==> src/rtl/sram_rr_arbiter.sv <==
// Round-robin arbiter sharing one single-port SRAM (1-cycle registered read) among NREQ requesters.
// Optional exclusive-lock mode with timeout is enabled by defining SRAM_ARB_LOCK_EN.
module sram_rr_arbiter #(
  parameter  int WIDTH    = 32,
  parameter  int DEPTH    = 1024,
  parameter  int NREQ     = 4,
  parameter  int LOCK_MAX = 16,
  localparam int AW       = $clog2(DEPTH),
  localparam int IW       = $clog2(NREQ)
) (
  input  logic                  clk,
  input  logic                  rst,
  input  logic [NREQ-1:0]       req,
  input  logic [NREQ-1:0]       we,
  input  logic [NREQ*AW-1:0]    addr,
  input  logic [NREQ*WIDTH-1:0] wdata,
  output logic [NREQ-1:0]       gnt,
  output logic [NREQ-1:0]       rvalid,
  output logic [WIDTH-1:0]      rdata,
  output logic                  mem_wren,
  output logic                  mem_rden,
  output logic [AW-1:0]         mem_addr,
  output logic [WIDTH-1:0]      mem_wr_data,
  input  logic [WIDTH-1:0]      mem_rd_data
`ifdef SRAM_ARB_LOCK_EN
  ,
  input  logic [NREQ-1:0]       lock,
  output logic                  lock_timeout
`endif
);

  if (NREQ < 2 || NREQ > 16 || LOCK_MAX < 2) begin : g_bad_params
    $error("sram_rr_arbiter: NREQ must be 2..16 and LOCK_MAX at least 2");
  end

  logic [IW-1:0]    ptr_q, ptr_d;
  logic             mem_wren_q, mem_wren_d;
  logic             mem_rden_q, mem_rden_d;
  logic [AW-1:0]    mem_addr_q, mem_addr_d;
  logic [WIDTH-1:0] mem_wr_data_q, mem_wr_data_d;
  logic             rd1_v_q, rd1_v_d;
  logic [IW-1:0]    rd1_id_q, rd1_id_d;
  logic             rd2_v_q, rd2_v_d;
  logic [IW-1:0]    rd2_id_q, rd2_id_d;

  logic [AW-1:0]    addr_arr  [NREQ];
  logic [WIDTH-1:0] wdata_arr [NREQ];
  logic [NREQ-1:0]  eligible;
  logic [NREQ-1:0]  gnt_rr;
  logic [IW-1:0]    gnt_id;
  logic [IW-1:0]    cand;
  logic             found;
  logic             xfer;
  logic             gnt_we;

`ifdef SRAM_ARB_LOCK_EN
  localparam int CW = $clog2(LOCK_MAX);

  typedef enum logic {ARB, LOCKED} state_t;

  state_t        state_q, state_d;
  logic [IW-1:0] owner_q, owner_d;
  logic [CW-1:0] lcnt_q, lcnt_d;
  logic          lock_timeout_q, lock_timeout_d;
`endif

  always_comb begin
    for (int k = 0; k < NREQ; k++) begin
      addr_arr[k]  = addr[k*AW +: AW];
      wdata_arr[k] = wdata[k*WIDTH +: WIDTH];
    end
  end

  // While locked, only the owner may compete; everyone else simply waits.
  always_comb begin
    eligible = req;
`ifdef SRAM_ARB_LOCK_EN
    if (state_q == LOCKED) begin
      eligible          = '0;
      eligible[owner_q] = req[owner_q];
    end
`endif
  end

  always_comb begin
    gnt_rr = '0;
    gnt_id = '0;
    cand   = '0;
    found  = 1'b0;
    for (int i = 1; i <= NREQ; i++) begin
      cand = IW'((int'(ptr_q) + i) % NREQ);
      if (!found && eligible[cand]) begin
        gnt_rr[cand] = 1'b1;
        gnt_id       = cand;
        found        = 1'b1;
      end
    end
  end

  assign gnt    = rst ? '0 : gnt_rr;
  assign xfer   = found & ~rst;
  assign gnt_we = we[gnt_id];

  // wren and rden come from complementary values of one we bit, so they can never both be set.
  always_comb begin
    ptr_d         = ptr_q;
    mem_wren_d    = 1'b0;
    mem_rden_d    = 1'b0;
    mem_addr_d    = mem_addr_q;
    mem_wr_data_d = mem_wr_data_q;
    rd1_v_d       = 1'b0;
    rd1_id_d      = rd1_id_q;
    rd2_v_d       = rd1_v_q;
    rd2_id_d      = rd1_id_q;
    if (xfer) begin
      ptr_d      = gnt_id;
      mem_addr_d = addr_arr[gnt_id];
      mem_wren_d = gnt_we;
      mem_rden_d = ~gnt_we;
      if (gnt_we) begin
        mem_wr_data_d = wdata_arr[gnt_id];
      end else begin
        rd1_v_d  = 1'b1;
        rd1_id_d = gnt_id;
      end
    end
  end

`ifdef SRAM_ARB_LOCK_EN
  // The timeout wins over any owner transfer in the same cycle.
  always_comb begin
    state_d        = state_q;
    owner_d        = owner_q;
    lcnt_d         = lcnt_q;
    lock_timeout_d = 1'b0;
    case (state_q)
      ARB: begin
        if (xfer && lock[gnt_id]) begin
          state_d = LOCKED;
          owner_d = gnt_id;
          lcnt_d  = '0;
        end
      end
      LOCKED: begin
        if (lcnt_q == CW'(LOCK_MAX - 1)) begin
          state_d        = ARB;
          lcnt_d         = '0;
          lock_timeout_d = 1'b1;
        end else begin
          lcnt_d = lcnt_q + CW'(1);
          if (xfer && !lock[owner_q]) begin
            state_d = ARB;
          end
        end
      end
      default: state_d = ARB;
    endcase
  end
`endif

  always_ff @(posedge clk) begin
    if (rst) begin
      ptr_q          <= IW'(NREQ - 1);
      mem_wren_q     <= 1'b0;
      mem_rden_q     <= 1'b0;
      mem_addr_q     <= '0;
      mem_wr_data_q  <= '0;
      rd1_v_q        <= 1'b0;
      rd1_id_q       <= '0;
      rd2_v_q        <= 1'b0;
      rd2_id_q       <= '0;
`ifdef SRAM_ARB_LOCK_EN
      state_q        <= ARB;
      owner_q        <= '0;
      lcnt_q         <= '0;
      lock_timeout_q <= 1'b0;
`endif
    end else begin
      ptr_q          <= ptr_d;
      mem_wren_q     <= mem_wren_d;
      mem_rden_q     <= mem_rden_d;
      mem_addr_q     <= mem_addr_d;
      mem_wr_data_q  <= mem_wr_data_d;
      rd1_v_q        <= rd1_v_d;
      rd1_id_q       <= rd1_id_d;
      rd2_v_q        <= rd2_v_d;
      rd2_id_q       <= rd2_id_d;
`ifdef SRAM_ARB_LOCK_EN
      state_q        <= state_d;
      owner_q        <= owner_d;
      lcnt_q         <= lcnt_d;
      lock_timeout_q <= lock_timeout_d;
`endif
    end
  end

  always_comb begin
    rvalid = '0;
    if (rd2_v_q) begin
      rvalid[rd2_id_q] = 1'b1;
    end
  end

  assign rdata       = mem_rd_data;
  assign mem_wren    = mem_wren_q;
  assign mem_rden    = mem_rden_q;
  assign mem_addr    = mem_addr_q;
  assign mem_wr_data = mem_wr_data_q;
`ifdef SRAM_ARB_LOCK_EN
  assign lock_timeout = lock_timeout_q;
`endif

endmodule

==> config.mk <==
export PLATFORM = sky130hd
export DESIGN_NAME = sram_rr_arbiter
export DESIGN_NICKNAME = d
export VERILOG_FILES = /design/src/rtl/sram_rr_arbiter.sv
export SDC_FILE = /design/constraint.sdc
export NUM_CORES = 1
export LEC_CHECK = 0
export BUFFER_PORTS_ARGS = -buffer_cell sky130_fd_sc_hd__buf_4
export CORE_AREA = 2 2 113 115
export DETAILED_ROUTE_END_ITERATION = 6
export DIE_AREA = 0 0 115 117
export REMOVE_ABC_BUFFERS = 1
export SYNTH_ARGS = -nofsm -noshare
export SYNTH_HDL_FRONTEND = slang
export SYNTH_SLANG_ARGS = --single-unit
==> constraint.sdc <==
create_clock -name clk -period 8.4 [get_ports clk]
set_clock_uncertainty 0.2 [all_clocks]
set_input_delay 0.42 -clock clk [delete_from_list [all_inputs] [get_ports clk]]
set_output_delay 0.42 -clock clk [all_outputs]
set_load 0.01 [all_outputs]
==> results.md <==
- The initial core utilization is 0.301.
- The count of flip-flops with a built-in enable after synthesis is 0.
- The most used flip-flop cell after synthesis is dfxtp_1.
- The actual transition at the worst max-transition pin is around 1.1 ns.
- The post-route minimum period is between 5 and 6 ns.
- The relative max-transition margin is 0.270.
- Across every metal layer, demand over resource in global routing totals 0.161.
- Dividing the detail-routed via count by the number of cells gives about 5.1.
- The clock net sink count is 51.
- Leaving out filler cells and counting taps, the final layout contains between 600 and 700.
- The cell at the root of the clock tree is clkbuf_16.
- The highest fanout seen on the critical path is between 40 and 50.
- The final number of setup-violating endpoints is 0.
- Setup repair after global routing left no endpoint under its margin.
- STA puts the critical path data arrival time at approximately 5.2 ns.
- The final critical-path setup slack is roughly 3.2 ns.
- The slowest stage of the critical path belongs to the cell a21o_2.
- The floorplan step defined a core boundary enclosing between 10000 and 15000 sq um.
- The total half-perimeter wirelength after legalization and detailed placement is between 9000 and 10000 um.
- The floorplan step set the die height to roughly 120 um.
- Summed over all cells, the static leakage comes to 2.41 nW.
- Tracing the worst setup path back leads to its startpoint at ptr_q[0]$_SDFFE_PP1P_.
- Counting cells, the worst reg-to-reg path comes to 9.
- The mean post-synth cell area is between 10 and 15 sq um.
- The endpoint of the most critical register-to-register path is mem_wr_data[12]$_SDFFE_PP0P_.
- Detailed routing inserted a total of ~3400 vias.
- The critical path ends at mem_wr_data[12]$_SDFFE_PP0P_.
- Post-CTS timing repair inserted 0 buffers for setup.
- The startpoint identified for the worst register-to-register timing path is ptr_q[0]$_SDFFE_PP1P_.
- For this run the aggregate overflow at the end of global routing stands at 0.
- The congestion estimate from routability-driven global placement came to ~0.75.
- After the last flow step, the layout net total stands at between 700 and 800.
- The power density relative to cell area is between 300 and 400 nW/um^2.
- The number of optimization iterations in the first detailed-route pass is 4.
- The min-delay analysis places its worst path in the category reg -> reg.
- The signal on the critical path passes through inv_1 > ha_1 > mux4_2 > nor2b_4 > nor3_1 > a21o_2 > mux4_2 > and2_4 > o21ai_1.
- Max-cap violations in this run came to 0.
- After detailed routing, the number of remaining DRC violations is 0.
- The instance count of the mapped netlist is about 340.
- The clock latency of the later-clocked register in the worst-skew pair is around 0.28 ns.
- Counting flops with an async set or reset pin after synthesis yields a share of 0.
- In this run the power spent charging and discharging nets is between 0.0007 and 0.0008 W.
- 0 antenna diodes ended up in the layout.
- The pre-CTS setup slack is 3.14 ns.
- The longest clock path from root to sink contains 2 buffers.
- The H-tree level count is 2.
- The Yosys step of the flow raised 0 warnings.
- The type of element launching the critical path is a register.
- The number of antenna violations at the first check in global routing is 0.
- Summing all multi-input logic gate instances after layout gives roughly 2300 sq um.
- Buffers inserted during clock tree synthesis total 5.
- Clock-pin slew was measured on the worst setup and hold paths at ~0.07 ns.
- The part of the total power dissipated in combinational logic is 0.701.
- The internal cell power is between 0.001 and 0.0015 W.
- between 200 and 300 I/O pins were placed.
- The peak clock frequency supported by timing is 0.192 GHz.
- TritonCTS built the clock tree.
- The worst path required time is ~8.4 ns.
- STA classifies the critical path endpoint as a register.
- The cell row count is just over 40.
- The die area is approximately 13000 sq um.
- In the final layout, the share of cells above drive strength 1 is 0.630.
- Buffers placed on the I/O ports in this run total 229.
- Of the total power, registers draw 0.199.
- Of the total power, the share spent switching nets is 0.406.
- The largest single stage delay on the critical path is between 0.8 and 0.9 ns.
- After detailed placement, the design holds a cell count of 655.
- Hold repair after CTS inserted 0 buffers.
- The run finished with clean final reports.
- The routed wirelength normalized by instance count is approximately 18 um.
- The share of the Yosys chip area taken by registers is 0.275.
- The first routing iteration left 112 violations.
- Fill cells in the final layout number roughly 1200.
- The first-pass GRT wire length is approximately 17000 um.
- The library cell appearing most often on the critical path is mux4_2.
- The number of gates resized after CTS was 0.
- Summed over all layers, the routed wires come to about 12000 um.
- The register-to-register setup slack is roughly 3.2 ns.
- In the finished design, the share of the clock period the worst path needs comes to 0.621.
- The final total power is approximately 0.0020 W.
- The netlist uses between 40 and 50 different library cells.
- Synthesis inferred a little over 50 register bits.
- The total negative slack for setup checks is 0 ns.
- The hold violation count in the final report is 0.
- The number of global-route vias before repair is around 3200.
- The clock share of power is 0.099.
- The floorplan die width is approximately 120 um.
- The maximum number of pins on one net before global-route repair is 46.
- The worst ir drop on vdd is 574 uV.
- The synthesis-to-finish area growth is 44.7%.
- The count of nets left with antenna violations once routing finished came out at 0.
- The startpoint of the worst hold path is rd1_id_q[1]$_SDFFE_PP0P_.
- The area of the mapped netlist is between 3000 and 4000 sq um.
- The register area is between 1000 and 1500 sq um.
- The critical path start-end classification is reg -> reg.
- The count of pins over their slew limit is 0.
worst max-delay path, delay by kind of cell (launching register included):
kind                     cells  cell delay, ns
AND/OR/NAND/NOR              3            0.94
AO/OA/AOI/OAI                2            0.99
flip-flops                   1            0.73
adder cells (fa/ha/maj)      1            0.50
multiplexers                 2            1.44
buffers and inverters        1            0.23
layout by cell type, fill, tap and decap left out, types with 2 or more instances in the layout:
master,count
o21ai_2,29
buf_4,231
o21ai_1,3
o311ai_0,2
mux2i_1,3
nor2_1,11
nand3_1,32
mux4_2,47
clkbuf_16,5
nand2b_1,33
dfxtp_1,51
a22o_1,10
ha_1,8
a22oi_1,4
nand2_1,5
nor3_1,2
nor2b_1,4
a221oi_1,4
inv_1,6
power groups by stage:
stage / Sequential (W) / Clock (W) / Combinational [W]
5_1_grt: 0.000403 / 0.000214 / 0.00150
4_1_cts: 0.000390 / 0.000203 / 0.00140
6_report: 0.000390 / 0.000194 / 0.00137
3_5_place_dp: 0.000395 / 0 / 0.00140
3_3_place_gp: 0.000392 / 0 / 0.00137
2_1_floorplan: 0.000419 / 0 / 0.000981
per-layer routing:
layer / share of wire / vias up / track usage
met5: 0.0070 / - / 0.0444
met4: 0.0046 / 2 / 0.0281
met3: 0.11 / 6 / 0.0772
met2: 0.48 / 166 / 0.258
met1: 0.40 / 1609 / 0.196
li1: - / 1589 / -
Yosys cell counts (all sizes together) (5+ instances only):
| library cell | number | share of area |
|---|---|---|
| clkbuf | 17 | 0.017 |
| nor2b | 6 | 0.013 |
| nand2 | 5 | 0.0051 |
| dfxtp | 51 | 0.28 |
| ha | 8 | 0.027 |
| o21ai | 33 | 0.074 |
| a22oi | 5 | 0.011 |
| nand3 | 32 | 0.043 |
| buf | 45 | 0.094 |
| mux4 | 47 | 0.29 |
| nor2 | 12 | 0.012 |
| inv | 6 | 0.0061 |
| a22o | 10 | 0.024 |
| nand2b | 33 | 0.056 |
cell type report:
type                            count  share of cell area
Clock buffer                        6              0.0240
Clock inverter                      2             0.00233
Inverter                            6             0.00419
Multi-Input combinational cell    217               0.421
Sequential cell                    51               0.190
Tap cell                          150              0.0350
Timing Repair Buffer              231               0.323
cells by family after synthesis:
family	count (synthesis)	share of synthesized area
DFF	51	0.275
adders and majority gates	8	0.0270
buffers and inverters	68	0.118
and+or+nand+nor	98	0.148
AOI/OAI and AO/OA	60	0.136
muxes	51	0.296
through the flow:
stage | area [sq um] | utilization | hold WS [ns]
6_report | 5370 | 0.436 | 0.254
3_5_place_dp | 5230 | 0.425 | 0.240
2_1_floorplan | 3300 | - | 0.214
5_1_grt | 5370 | 0.436 | 0.289
3_3_place_gp | 5230 | 0.425 | 0.238
4_1_cts | 5370 | 0.436 | 0.256
state kept, by name, indices dropped and copies added (netlist names):
signal       cells
mem_wr_data     32
mem_addr        10
ptr_q            2
rd1_id_q         2
rd2_id_q         2
mem_rden         1
mem_wren         1
rd2_v_q          1
how the worst min path moves through the flow:
stage | cells after the start | to
final | 2 | rd2_id_q[1]$_SDFF_PP0_
after CTS | 2 | rd2_id_q[1]$_SDFF_PP0_
after global placement | 2 | rd2_id_q[1]$_SDFF_PP0_
after floorplan | 2 | rd2_id_q[1]$_SDFF_PP0_
after detailed placement | 2 | rd2_id_q[1]$_SDFF_PP0_
after global routing | 1 | rd2_id_q[0]$_SDFF_PP0_
(Power assumes the default switching activity.)
